===== config.mk =====
export PLATFORM = sky130hd
export DESIGN_NAME = control_unit_flat
export DESIGN_NICKNAME = d
export VERILOG_FILES = /design/src/rtl/control_unit_pkg.sv /design/src/rtl/control_unit_if.sv /design/src/rtl/control_unit_instr_class.sv /design/src/rtl/control_unit.sv /design/src/flat_wrapper.sv
export SDC_FILE = /design/constraint.sdc
export NUM_CORES = 1
export LEC_CHECK = 0
export CORE_MARGIN = 2
export CORE_UTILIZATION = 25
export DETAILED_ROUTE_END_ITERATION = 10
export DONT_BUFFER_PORTS = 1
export GPL_ROUTABILITY_DRIVEN = 0
export PLACE_DENSITY = 0.4
export SLEW_MARGIN = 15
export SYNTH_ARGS = -nofsm -noshare
export SYNTH_HDL_FRONTEND = slang
export SYNTH_SLANG_ARGS = --single-unit

===== constraint.sdc =====
create_clock -name Clock -period 5.55 [get_ports Clock]
set_clock_uncertainty 0.2 [all_clocks]
set_input_delay 1.11 -clock Clock [delete_from_list [all_inputs] [get_ports Clock]]
set_output_delay 1.11 -clock Clock [all_outputs]
set_load 0.01 [all_outputs]

===== src/rtl/control_unit_pkg.sv =====
// Shared definitions for the hardwired CPU controller: opcode values, controller
// states, instruction classes, the strobe bundle and a small ALU-select helper.
package control_unit_pkg;

  localparam int unsigned OpW = 5;   // opcode width, IR[31:27]
  localparam int unsigned IrW = 32;  // instruction width

  typedef logic [OpW-1:0] opcode_t;

  localparam opcode_t OpLd   = 5'b00000;
  localparam opcode_t OpLdi  = 5'b00001;
  localparam opcode_t OpSt   = 5'b00010;
  localparam opcode_t OpAdd  = 5'b00011;
  localparam opcode_t OpSub  = 5'b00100;
  localparam opcode_t OpAnd  = 5'b00101;
  localparam opcode_t OpOr   = 5'b00110;
  localparam opcode_t OpRor  = 5'b00111;
  localparam opcode_t OpRol  = 5'b01000;
  localparam opcode_t OpShr  = 5'b01001;
  localparam opcode_t OpShra = 5'b01010;
  localparam opcode_t OpShl  = 5'b01011;
  localparam opcode_t OpAddi = 5'b01100;
  localparam opcode_t OpAndi = 5'b01101;
  localparam opcode_t OpOri  = 5'b01110;
  localparam opcode_t OpDiv  = 5'b01111;
  localparam opcode_t OpMul  = 5'b10000;
  localparam opcode_t OpNeg  = 5'b10001;
  localparam opcode_t OpNot  = 5'b10010;
  localparam opcode_t OpBr   = 5'b10011;
  localparam opcode_t OpJr   = 5'b10100;
  localparam opcode_t OpJal  = 5'b10101;
  localparam opcode_t OpIn   = 5'b10110;
  localparam opcode_t OpOut  = 5'b10111;
  localparam opcode_t OpMfhi = 5'b11000;
  localparam opcode_t OpMflo = 5'b11001;
  localparam opcode_t OpNop  = 5'b11010;
  localparam opcode_t OpHalt = 5'b11011;

  // ALU select used for effective-address and branch-target adds
  localparam opcode_t AddOp = OpAdd;

  typedef enum logic [3:0] {
    StReset, StT0, StT1, StT2, StT3, StT4, StT5, StT6, StT7, StHalt
  } state_e;

  typedef enum logic [3:0] {
    ClsAluR, ClsAluI, ClsLd, ClsLdi, ClsSt, ClsMulDiv, ClsUnary,
    ClsBr, ClsJr, ClsJal, ClsIo, ClsMfx, ClsNop, ClsHalt
  } iclass_e;

  // One bit per datapath strobe
  typedef struct packed {
    logic pc_out;
    logic z_high_out;
    logic z_low_out;
    logic mdr_out;
    logic hi_out;
    logic lo_out;
    logic ba_out;
    logic in_port_out;
    logic c_out;
    logic mar_in;
    logic z_in;
    logic pc_in;
    logic mdr_in;
    logic ir_in;
    logic y_in;
    logic hi_in;
    logic lo_in;
    logic out_port_in;
    logic con_in;
    logic r15_in;
    logic gra;
    logic grb;
    logic grc;
    logic r_in;
    logic r_out;
    logic inc_pc;
    logic read;
    logic write;
  } strobes_t;

  // Immediate forms reuse the register-form ALU function
  function automatic opcode_t alu_imm_op(opcode_t op);
    unique case (op)
      OpAndi:  return OpAnd;
      OpOri:   return OpOr;
      default: return OpAdd;
    endcase
  endfunction

endpackage


===== src/rtl/control_unit_if.sv =====
// Controller <-> datapath connection bundle.
//   master: the controller (drives strobes, ALU_op, Run; sees IR, CON_FF, Stop)
//   slave : the datapath side (drives IR, CON_FF, Stop; sees strobes)
interface control_unit_if;

  logic [control_unit_pkg::IrW-1:0] IR;
  logic                             CON_FF;
  logic                             Stop;

  logic PCout, Zhighout, Zlowout, MDRout, HIout, LOout, BAout, InPortout, Cout;
  logic MARin, Zin, PCin, MDRin, IRin, Yin, HIin, LOin, OutPortin, CONin, R15in;
  logic Gra, Grb, Grc, Rin, Rout;
  logic IncPC, Read, Write;
  logic [control_unit_pkg::OpW-1:0] ALU_op;
  logic Run;

  modport master (
    input  IR, CON_FF, Stop,
    output PCout, Zhighout, Zlowout, MDRout, HIout, LOout, BAout, InPortout, Cout,
    output MARin, Zin, PCin, MDRin, IRin, Yin, HIin, LOin, OutPortin, CONin, R15in,
    output Gra, Grb, Grc, Rin, Rout, IncPC, Read, Write, ALU_op, Run
  );

  modport slave (
    output IR, CON_FF, Stop,
    input  PCout, Zhighout, Zlowout, MDRout, HIout, LOout, BAout, InPortout, Cout,
    input  MARin, Zin, PCin, MDRin, IRin, Yin, HIin, LOin, OutPortin, CONin, R15in,
    input  Gra, Grb, Grc, Rin, Rout, IncPC, Read, Write, ALU_op, Run
  );

endinterface


===== src/rtl/control_unit_instr_class.sv =====
// Combinational opcode -> instruction-class decode.
//   op_i  : IR[31:27]
//   cls_o : execute-sequence class; halt and reserved opcodes map to ClsHalt
module control_unit_instr_class
  import control_unit_pkg::*;
(
  input  opcode_t op_i,
  output iclass_e cls_o
);

  always_comb begin
    cls_o = ClsHalt;
    case (op_i) inside
      OpLd:            cls_o = ClsLd;
      OpLdi:           cls_o = ClsLdi;
      OpSt:            cls_o = ClsSt;
      [OpAdd:OpShl]:   cls_o = ClsAluR;
      [OpAddi:OpOri]:  cls_o = ClsAluI;
      OpDiv, OpMul:    cls_o = ClsMulDiv;
      OpNeg, OpNot:    cls_o = ClsUnary;
      OpBr:            cls_o = ClsBr;
      OpJr:            cls_o = ClsJr;
      OpJal:           cls_o = ClsJal;
      OpIn, OpOut:     cls_o = ClsIo;
      OpMfhi, OpMflo:  cls_o = ClsMfx;
      OpNop:           cls_o = ClsNop;
      default:         cls_o = ClsHalt;
    endcase
  end

endmodule


===== src/rtl/control_unit.sv =====
// Hardwired Moore controller for the CPU datapath. Runs fetch T0-T2 and the
// per-opcode execute steps T3-T7, then returns to T0 (or HALT when Stop is set
// in the last step).
//   Clock : rising-edge clock
//   Reset : asynchronous active-low reset; forces RESET and all outputs low
//   cu_io : master side of control_unit_if (IR, CON_FF, Stop in; strobes,
//           ALU_op, Run out)
// Outputs are decoded from the state register and IR, so a reset clears them
// without waiting for a clock edge.
module control_unit
  import control_unit_pkg::*;
(
  input  logic           Clock,
  input  logic           Reset,
  control_unit_if.master cu_io
);

  state_e   state_q, state_d;
  opcode_t  op;
  iclass_e  cls;
  strobes_t strb;
  opcode_t  alu_op;
  logic     run;
  logic     last_step;
  logic     unused_ir;

  assign op        = cu_io.IR[IrW-1 -: OpW];
  assign unused_ir = ^cu_io.IR[IrW-OpW-1:0];

  control_unit_instr_class u_instr_class (
    .op_i  (op),
    .cls_o (cls)
  );

  // Final execute step of the current instruction
  always_comb begin
    last_step = 1'b0;
    unique case (state_q)
      StT3:    last_step = cls inside {ClsJr, ClsIo, ClsMfx, ClsNop};
      StT4:    last_step = cls inside {ClsUnary, ClsJal};
      StT5:    last_step = cls inside {ClsAluR, ClsAluI, ClsLdi};
      StT6:    last_step = cls inside {ClsMulDiv, ClsBr};
      StT7:    last_step = cls inside {ClsLd, ClsSt};
      default: last_step = 1'b0;
    endcase
  end

  always_comb begin
    state_d = state_q;
    unique case (state_q)
      StReset: state_d = StT0;
      StT0:    state_d = StT1;
      StT1:    state_d = StT2;
      StT2:    state_d = StT3;
      StT3, StT4, StT5, StT6, StT7: begin
        if (state_q == StT3 && cls == ClsHalt) begin
          state_d = StHalt;
        end else if (last_step) begin
          state_d = cu_io.Stop ? StHalt : StT0;
        end else begin
          state_d = state_e'(state_q + 4'd1);
        end
      end
      StHalt:  state_d = StHalt;
      default: state_d = StReset;
    endcase
  end

  always_ff @(posedge Clock or negedge Reset) begin
    if (!Reset) begin
      state_q <= StReset;
    end else begin
      state_q <= state_d;
    end
  end

  // Output decode
  always_comb begin
    strb   = '0;
    alu_op = '0;
    unique case (state_q)
      StT0: begin
        strb.pc_out = 1'b1;
        strb.mar_in = 1'b1;
        strb.inc_pc = 1'b1;
        strb.z_in   = 1'b1;
      end
      StT1: begin
        strb.z_low_out = 1'b1;
        strb.pc_in     = 1'b1;
        strb.read      = 1'b1;
        strb.mdr_in    = 1'b1;
      end
      StT2: begin
        strb.mdr_out = 1'b1;
        strb.ir_in   = 1'b1;
      end
      StT3, StT4, StT5, StT6, StT7: begin
        unique case (cls)
          ClsAluR, ClsAluI: begin
            case (state_q)
              StT3: begin
                strb.grb = 1'b1; strb.r_out = 1'b1; strb.y_in = 1'b1;
              end
              StT4: begin
                if (cls == ClsAluI) begin
                  strb.c_out = 1'b1;
                  alu_op     = alu_imm_op(op);
                end else begin
                  strb.grc   = 1'b1;
                  strb.r_out = 1'b1;
                  alu_op     = op;
                end
                strb.z_in = 1'b1;
              end
              StT5: begin
                strb.z_low_out = 1'b1; strb.gra = 1'b1; strb.r_in = 1'b1;
              end
              default: ;
            endcase
          end
          ClsLd, ClsLdi, ClsSt: begin
            case (state_q)
              StT3: begin
                strb.grb = 1'b1; strb.ba_out = 1'b1; strb.y_in = 1'b1;
              end
              StT4: begin
                strb.c_out = 1'b1; strb.z_in = 1'b1;
                alu_op     = AddOp;
              end
              StT5: begin
                strb.z_low_out = 1'b1;
                if (cls == ClsLdi) begin
                  strb.gra = 1'b1; strb.r_in = 1'b1;
                end else begin
                  strb.mar_in = 1'b1;
                end
              end
              StT6: begin
                // Store loads MDR from the register file, so the MDR mux stays on the bus
                if (cls == ClsSt) begin
                  strb.gra = 1'b1; strb.r_out = 1'b1; strb.mdr_in = 1'b1;
                end else begin
                  strb.read = 1'b1; strb.mdr_in = 1'b1;
                end
              end
              StT7: begin
                if (cls == ClsSt) begin
                  strb.write = 1'b1;
                end else begin
                  strb.mdr_out = 1'b1; strb.gra = 1'b1; strb.r_in = 1'b1;
                end
              end
              default: ;
            endcase
          end
          ClsMulDiv: begin
            case (state_q)
              StT3: begin
                strb.gra = 1'b1; strb.r_out = 1'b1; strb.y_in = 1'b1;
              end
              StT4: begin
                strb.grb = 1'b1; strb.r_out = 1'b1; strb.z_in = 1'b1;
                alu_op   = op;
              end
              StT5: begin
                strb.z_low_out = 1'b1; strb.lo_in = 1'b1;
              end
              StT6: begin
                strb.z_high_out = 1'b1; strb.hi_in = 1'b1;
              end
              default: ;
            endcase
          end
          ClsUnary: begin
            case (state_q)
              StT3: begin
                // neg/not compute in T3, so the function select is driven there
                strb.grb = 1'b1; strb.r_out = 1'b1; strb.z_in = 1'b1;
                alu_op   = op;
              end
              StT4: begin
                strb.z_low_out = 1'b1; strb.gra = 1'b1; strb.r_in = 1'b1;
              end
              default: ;
            endcase
          end
          ClsBr: begin
            case (state_q)
              StT3: begin
                strb.gra = 1'b1; strb.r_out = 1'b1; strb.con_in = 1'b1;
              end
              StT4: begin
                strb.pc_out = 1'b1; strb.y_in = 1'b1;
              end
              StT5: begin
                strb.c_out = 1'b1; strb.z_in = 1'b1;
                alu_op     = AddOp;
              end
              StT6: begin
                // Not-taken branch idles through its last step
                if (cu_io.CON_FF) begin
                  strb.z_low_out = 1'b1; strb.pc_in = 1'b1;
                end
              end
              default: ;
            endcase
          end
          ClsJr: begin
            if (state_q == StT3) begin
              strb.gra = 1'b1; strb.r_out = 1'b1; strb.pc_in = 1'b1;
            end
          end
          ClsJal: begin
            case (state_q)
              StT3: begin
                strb.pc_out = 1'b1; strb.r15_in = 1'b1;
              end
              StT4: begin
                strb.gra = 1'b1; strb.r_out = 1'b1; strb.pc_in = 1'b1;
              end
              default: ;
            endcase
          end
          ClsIo: begin
            if (state_q == StT3) begin
              strb.gra = 1'b1;
              if (op == OpIn) begin
                strb.in_port_out = 1'b1; strb.r_in = 1'b1;
              end else begin
                strb.r_out = 1'b1; strb.out_port_in = 1'b1;
              end
            end
          end
          ClsMfx: begin
            if (state_q == StT3) begin
              strb.hi_out = (op == OpMfhi);
              strb.lo_out = (op != OpMfhi);
              strb.gra    = 1'b1;
              strb.r_in   = 1'b1;
            end
          end
          ClsNop, ClsHalt: ;
          default: ;
        endcase
      end
      default: ;
    endcase
  end

  // Run drops as soon as a halt opcode reaches T3
  assign run = (state_q inside {StT0, StT1, StT2, StT3, StT4, StT5, StT6, StT7}) &&
               !(state_q == StT3 && cls == ClsHalt);

  assign cu_io.PCout     = strb.pc_out;
  assign cu_io.Zhighout  = strb.z_high_out;
  assign cu_io.Zlowout   = strb.z_low_out;
  assign cu_io.MDRout    = strb.mdr_out;
  assign cu_io.HIout     = strb.hi_out;
  assign cu_io.LOout     = strb.lo_out;
  assign cu_io.BAout     = strb.ba_out;
  assign cu_io.InPortout = strb.in_port_out;
  assign cu_io.Cout      = strb.c_out;
  assign cu_io.MARin     = strb.mar_in;
  assign cu_io.Zin       = strb.z_in;
  assign cu_io.PCin      = strb.pc_in;
  assign cu_io.MDRin     = strb.mdr_in;
  assign cu_io.IRin      = strb.ir_in;
  assign cu_io.Yin       = strb.y_in;
  assign cu_io.HIin      = strb.hi_in;
  assign cu_io.LOin      = strb.lo_in;
  assign cu_io.OutPortin = strb.out_port_in;
  assign cu_io.CONin     = strb.con_in;
  assign cu_io.R15in     = strb.r15_in;
  assign cu_io.Gra       = strb.gra;
  assign cu_io.Grb       = strb.grb;
  assign cu_io.Grc       = strb.grc;
  assign cu_io.Rin       = strb.r_in;
  assign cu_io.Rout      = strb.r_out;
  assign cu_io.IncPC     = strb.inc_pc;
  assign cu_io.Read      = strb.read;
  assign cu_io.Write     = strb.write;
  assign cu_io.ALU_op    = alu_op;
  assign cu_io.Run       = run;

endmodule


===== src/flat_wrapper.sv =====
// flat-port wrapper written by rule: the top's interface ports become plain ports
module control_unit_flat import control_unit_pkg::*;
  (Clock, Reset, cu_io_IR, cu_io_CON_FF, cu_io_Stop, cu_io_PCout, cu_io_Zhighout, cu_io_Zlowout, cu_io_MDRout, cu_io_HIout, cu_io_LOout, cu_io_BAout, cu_io_InPortout, cu_io_Cout, cu_io_MARin, cu_io_Zin, cu_io_PCin, cu_io_MDRin, cu_io_IRin, cu_io_Yin, cu_io_HIin, cu_io_LOin, cu_io_OutPortin, cu_io_CONin, cu_io_R15in, cu_io_Gra, cu_io_Grb, cu_io_Grc, cu_io_Rin, cu_io_Rout, cu_io_IncPC, cu_io_Read, cu_io_Write, cu_io_ALU_op, cu_io_Run);
  control_unit_if cu_io_i ();
  input  logic Clock;
  input  logic Reset;
  input wire logic [$bits(cu_io_i.IR)-1:0] cu_io_IR;
  input wire logic [$bits(cu_io_i.CON_FF)-1:0] cu_io_CON_FF;
  input wire logic [$bits(cu_io_i.Stop)-1:0] cu_io_Stop;
  output wire logic [$bits(cu_io_i.PCout)-1:0] cu_io_PCout;
  output wire logic [$bits(cu_io_i.Zhighout)-1:0] cu_io_Zhighout;
  output wire logic [$bits(cu_io_i.Zlowout)-1:0] cu_io_Zlowout;
  output wire logic [$bits(cu_io_i.MDRout)-1:0] cu_io_MDRout;
  output wire logic [$bits(cu_io_i.HIout)-1:0] cu_io_HIout;
  output wire logic [$bits(cu_io_i.LOout)-1:0] cu_io_LOout;
  output wire logic [$bits(cu_io_i.BAout)-1:0] cu_io_BAout;
  output wire logic [$bits(cu_io_i.InPortout)-1:0] cu_io_InPortout;
  output wire logic [$bits(cu_io_i.Cout)-1:0] cu_io_Cout;
  output wire logic [$bits(cu_io_i.MARin)-1:0] cu_io_MARin;
  output wire logic [$bits(cu_io_i.Zin)-1:0] cu_io_Zin;
  output wire logic [$bits(cu_io_i.PCin)-1:0] cu_io_PCin;
  output wire logic [$bits(cu_io_i.MDRin)-1:0] cu_io_MDRin;
  output wire logic [$bits(cu_io_i.IRin)-1:0] cu_io_IRin;
  output wire logic [$bits(cu_io_i.Yin)-1:0] cu_io_Yin;
  output wire logic [$bits(cu_io_i.HIin)-1:0] cu_io_HIin;
  output wire logic [$bits(cu_io_i.LOin)-1:0] cu_io_LOin;
  output wire logic [$bits(cu_io_i.OutPortin)-1:0] cu_io_OutPortin;
  output wire logic [$bits(cu_io_i.CONin)-1:0] cu_io_CONin;
  output wire logic [$bits(cu_io_i.R15in)-1:0] cu_io_R15in;
  output wire logic [$bits(cu_io_i.Gra)-1:0] cu_io_Gra;
  output wire logic [$bits(cu_io_i.Grb)-1:0] cu_io_Grb;
  output wire logic [$bits(cu_io_i.Grc)-1:0] cu_io_Grc;
  output wire logic [$bits(cu_io_i.Rin)-1:0] cu_io_Rin;
  output wire logic [$bits(cu_io_i.Rout)-1:0] cu_io_Rout;
  output wire logic [$bits(cu_io_i.IncPC)-1:0] cu_io_IncPC;
  output wire logic [$bits(cu_io_i.Read)-1:0] cu_io_Read;
  output wire logic [$bits(cu_io_i.Write)-1:0] cu_io_Write;
  output wire logic [$bits(cu_io_i.ALU_op)-1:0] cu_io_ALU_op;
  output wire logic [$bits(cu_io_i.Run)-1:0] cu_io_Run;
  assign cu_io_i.IR = cu_io_IR;
  assign cu_io_i.CON_FF = cu_io_CON_FF;
  assign cu_io_i.Stop = cu_io_Stop;
  assign cu_io_PCout = cu_io_i.PCout;
  assign cu_io_Zhighout = cu_io_i.Zhighout;
  assign cu_io_Zlowout = cu_io_i.Zlowout;
  assign cu_io_MDRout = cu_io_i.MDRout;
  assign cu_io_HIout = cu_io_i.HIout;
  assign cu_io_LOout = cu_io_i.LOout;
  assign cu_io_BAout = cu_io_i.BAout;
  assign cu_io_InPortout = cu_io_i.InPortout;
  assign cu_io_Cout = cu_io_i.Cout;
  assign cu_io_MARin = cu_io_i.MARin;
  assign cu_io_Zin = cu_io_i.Zin;
  assign cu_io_PCin = cu_io_i.PCin;
  assign cu_io_MDRin = cu_io_i.MDRin;
  assign cu_io_IRin = cu_io_i.IRin;
  assign cu_io_Yin = cu_io_i.Yin;
  assign cu_io_HIin = cu_io_i.HIin;
  assign cu_io_LOin = cu_io_i.LOin;
  assign cu_io_OutPortin = cu_io_i.OutPortin;
  assign cu_io_CONin = cu_io_i.CONin;
  assign cu_io_R15in = cu_io_i.R15in;
  assign cu_io_Gra = cu_io_i.Gra;
  assign cu_io_Grb = cu_io_i.Grb;
  assign cu_io_Grc = cu_io_i.Grc;
  assign cu_io_Rin = cu_io_i.Rin;
  assign cu_io_Rout = cu_io_i.Rout;
  assign cu_io_IncPC = cu_io_i.IncPC;
  assign cu_io_Read = cu_io_i.Read;
  assign cu_io_Write = cu_io_i.Write;
  assign cu_io_ALU_op = cu_io_i.ALU_op;
  assign cu_io_Run = cu_io_i.Run;
  control_unit u_core (.Clock(Clock), .Reset(Reset), .cu_io(cu_io_i));
endmodule

==> results.tsv <==
metric	value	unit
status	completed	
dieArea	0.00540	sq mm
cts-root-buf	clkbuf_8	
worstSetupStartpoint	u_core.state_q[2]$_DFF_PN0_	
drive_gt1_share	7.51	%
cts_tree	built	
largest_reg_flops	4	
largest_register	u_core.state_q	
power_density	326	mW/mm^2
finalWirelength	4130	microns
synth_edf_count	0	
final_nets	215	
multiInputGateArea	992	sq um
antenna_left	0	
cts_resized	0	
crit_path_start_kind	register	
syn_nets	228	
reg2reg_depth	5	
drt_iter0_drc	131	
ctsHtreeMaxLevel	1	
ir_drop	207	uV
async_reset_ff_share	100	%
regToRegStartpoint	u_core.state_q[2]$_DFF_PN0_	
reg2reg_slack	2.91	ns
routedWlPerCell	18.2	microns
yosysWarnings	0	
grt_pass1_wl	6660	microns
postCtsSetupRepairBufs	0	
dp_slack	1.80	ns
yosysMostFrequentCell	nor2_1	
synthesis.area	0.00121	sq mm
r2r_end	u_core.state_q[3]$_DFF_PN0_	
regArea	100	sq um
synth.area.top_cells	dfrtp_1 8.3%, a21oi_1 7.9%, nor2_1 7.2%, o21ai_0 5.8%, nand2_1 5.6%	
syn_avg_cell_area	6.42	sq um
period_share	71.1	%
static-leakage-power	0.483	nW
clock_sinks	4	
dr.pass1.iters	4	
fin_ws	1.60	ns
hold_violations	0	
grt_pass1_vias	1288	
viasPerCell	5.95	
tightest_slew	0.750	ns
worstSetupPathType	register to output port	
pin_count	70	
fp.dieH	73.5	microns
clock.fmax	0.253	GHz
syn_inst	188	
path_max_fanout	14	
grt_use_total	15.2	%
num_vias	1350	
worstPathArrival	2.64	ns
overflow	0	
seq_area_frac_synth	8.29	%
dp_hpwl	3070	microns
rsz0062_at_grt	no	
setup_viol	0	
ys_ff_latch	4	
cts_buffers	3	
fillers	556	
clock_latency	0.21	ns
ys.flop_type	dfrtp_1	
synth_top_area_cell	dfrtp_1	
fin_crit	3.95	ns
hp-class	primary input to asynchronous set/reset pin	
slew_headroom	49.9	%
slew_violations	0	
endpoint	cu_io_ALU_op[1]	
crit_path_end_kind	output port	
top_regs	u_core.state_q (4)	
core	0.00469	sq mm
grt_max_degree	22	
die_w	73.5	microns
cts_buffer_depth	2	
clk_pin_slew_worst_paths	0.03	ns
fin_setup_tns	0	ns
antenna_cells	0	
grt_antenna_before_repair	0	
maxCapViolations	0	
port_buffers	0	
cts.hold.buffers_added	0	
ys_types	53	
start_util	25.7	%
syn2layout_area_growth	1.35	%
cp_data_required_time	4.24	ns
drc_errors	0	
ys_top_cells_by_count	23 x nor2_1, 19 x a21oi_1, 18 x nand2_1, 14 x o21ai_0, 11 x buf_2	
row_count	25	
yosysTopAreaCellShare	8.29	%
## worst max-delay path: stages, from the launching register on
cell	delay, ns
dfrtp_1	0.57
nor2b_1	0.67
nand2_1	0.46
o32ai_4	0.40
a31oi_1	0.07
o21bai_1	0.25
## how the worst min path moves through the flow
stage | startpoint | to | slack (ns) | cells past startpoint
finish | Reset | u_core.state_q[0]$_DFF_PN0_ | 0.39 | 0
global route | Reset | u_core.state_q[0]$_DFF_PN0_ | 0.38 | 0
CTS | Reset | u_core.state_q[0]$_DFF_PN0_ | 0.39 | 0
detailed placement | u_core.state_q[0]$_DFF_PN0_ | u_core.state_q[0]$_DFF_PN0_ | 0.44 | 2
global placement | u_core.state_q[0]$_DFF_PN0_ | u_core.state_q[0]$_DFF_PN0_ | 0.44 | 2
floorplan | u_core.state_q[0]$_DFF_PN0_ | u_core.state_q[0]$_DFF_PN0_ | 0.40 | 2
## report_power, final
group / leakage (nW) / switching, mW / total, mW / internal, mW
sequential: 0.0512 / 0.0190 / 0.0595 / 0.0405
clock: 0.0216 / 0.0132 / 0.0592 / 0.0461
combinational: 0.410 / 0.188 / 0.280 / 0.0917
## area by class of cell
cell class	count	share of cell area, %
tap	54	5.52
clock buffer	3	3.37
sequential	4	8.18
inverter	6	1.84
multi-input combinational	160	81.1
## metrics by stage
stage / hold WS [ns] / total power [mW] / area, sq um / utilization, % / std cells
finish: 0.394 / 0.399 / 1220 / 26.1 / 227
global route: 0.383 / 0.441 / 1220 / 26.1 / 227
CTS: 0.387 / 0.404 / 1220 / 26.1 / 227
detailed placement: 0.441 / 0.341 / 1180 / 25.2 / 224
global placement: 0.436 / 0.337 / 1180 / 25.2 / 224
floorplan: 0.397 / 0.289 / 1210 / - / 188
## routing by layer
metal	vias to the layer above	track usage, %	part of all wire, %
met3	2	2.47	6.8
met2	48	23.6	46
met1	652	22.1	47
met5	-	0	0
li1	648	-	-
met4	0	3.03	0.36
## cells by family (layout without fill, tap and decap cells)
family	after synthesis	after routing	synth area share, %
mux	1	1	0.933
buf+inv	24	9	9.53
fa+ha+maj	4	4	4.15
xor+xnor	4	4	3.52
flops	4	4	8.29
compound gates	58	58	33.0
simple gates	93	93	40.6
## layout by cell type (no fill, tap or decap), types with 2 or more instances in the layout
| cell type | n |
|---|---|
| and2_1 | 3 |
| nor3_1 | 5 |
| xor2_1 | 2 |
| nor2b_1 | 6 |
| o31ai_1 | 3 |
| inv_1 | 6 |
| nor2_1 | 23 |
| ha_1 | 4 |
| and3_1 | 4 |
| or3b_1 | 2 |
| nand2_1 | 18 |
| dfrtp_1 | 4 |
| or3_1 | 4 |
| nand3b_1 | 3 |
| nand3_1 | 8 |
| nand4_1 | 4 |
| nand2b_1 | 4 |
| a21oi_1 | 19 |
| clkbuf_8 | 3 |
| o22ai_1 | 2 |
| o21ai_0 | 14 |
| a21o_1 | 3 |
| or2_2 | 2 |
| o211ai_1 | 2 |
(Power assumes the default switching activity.)
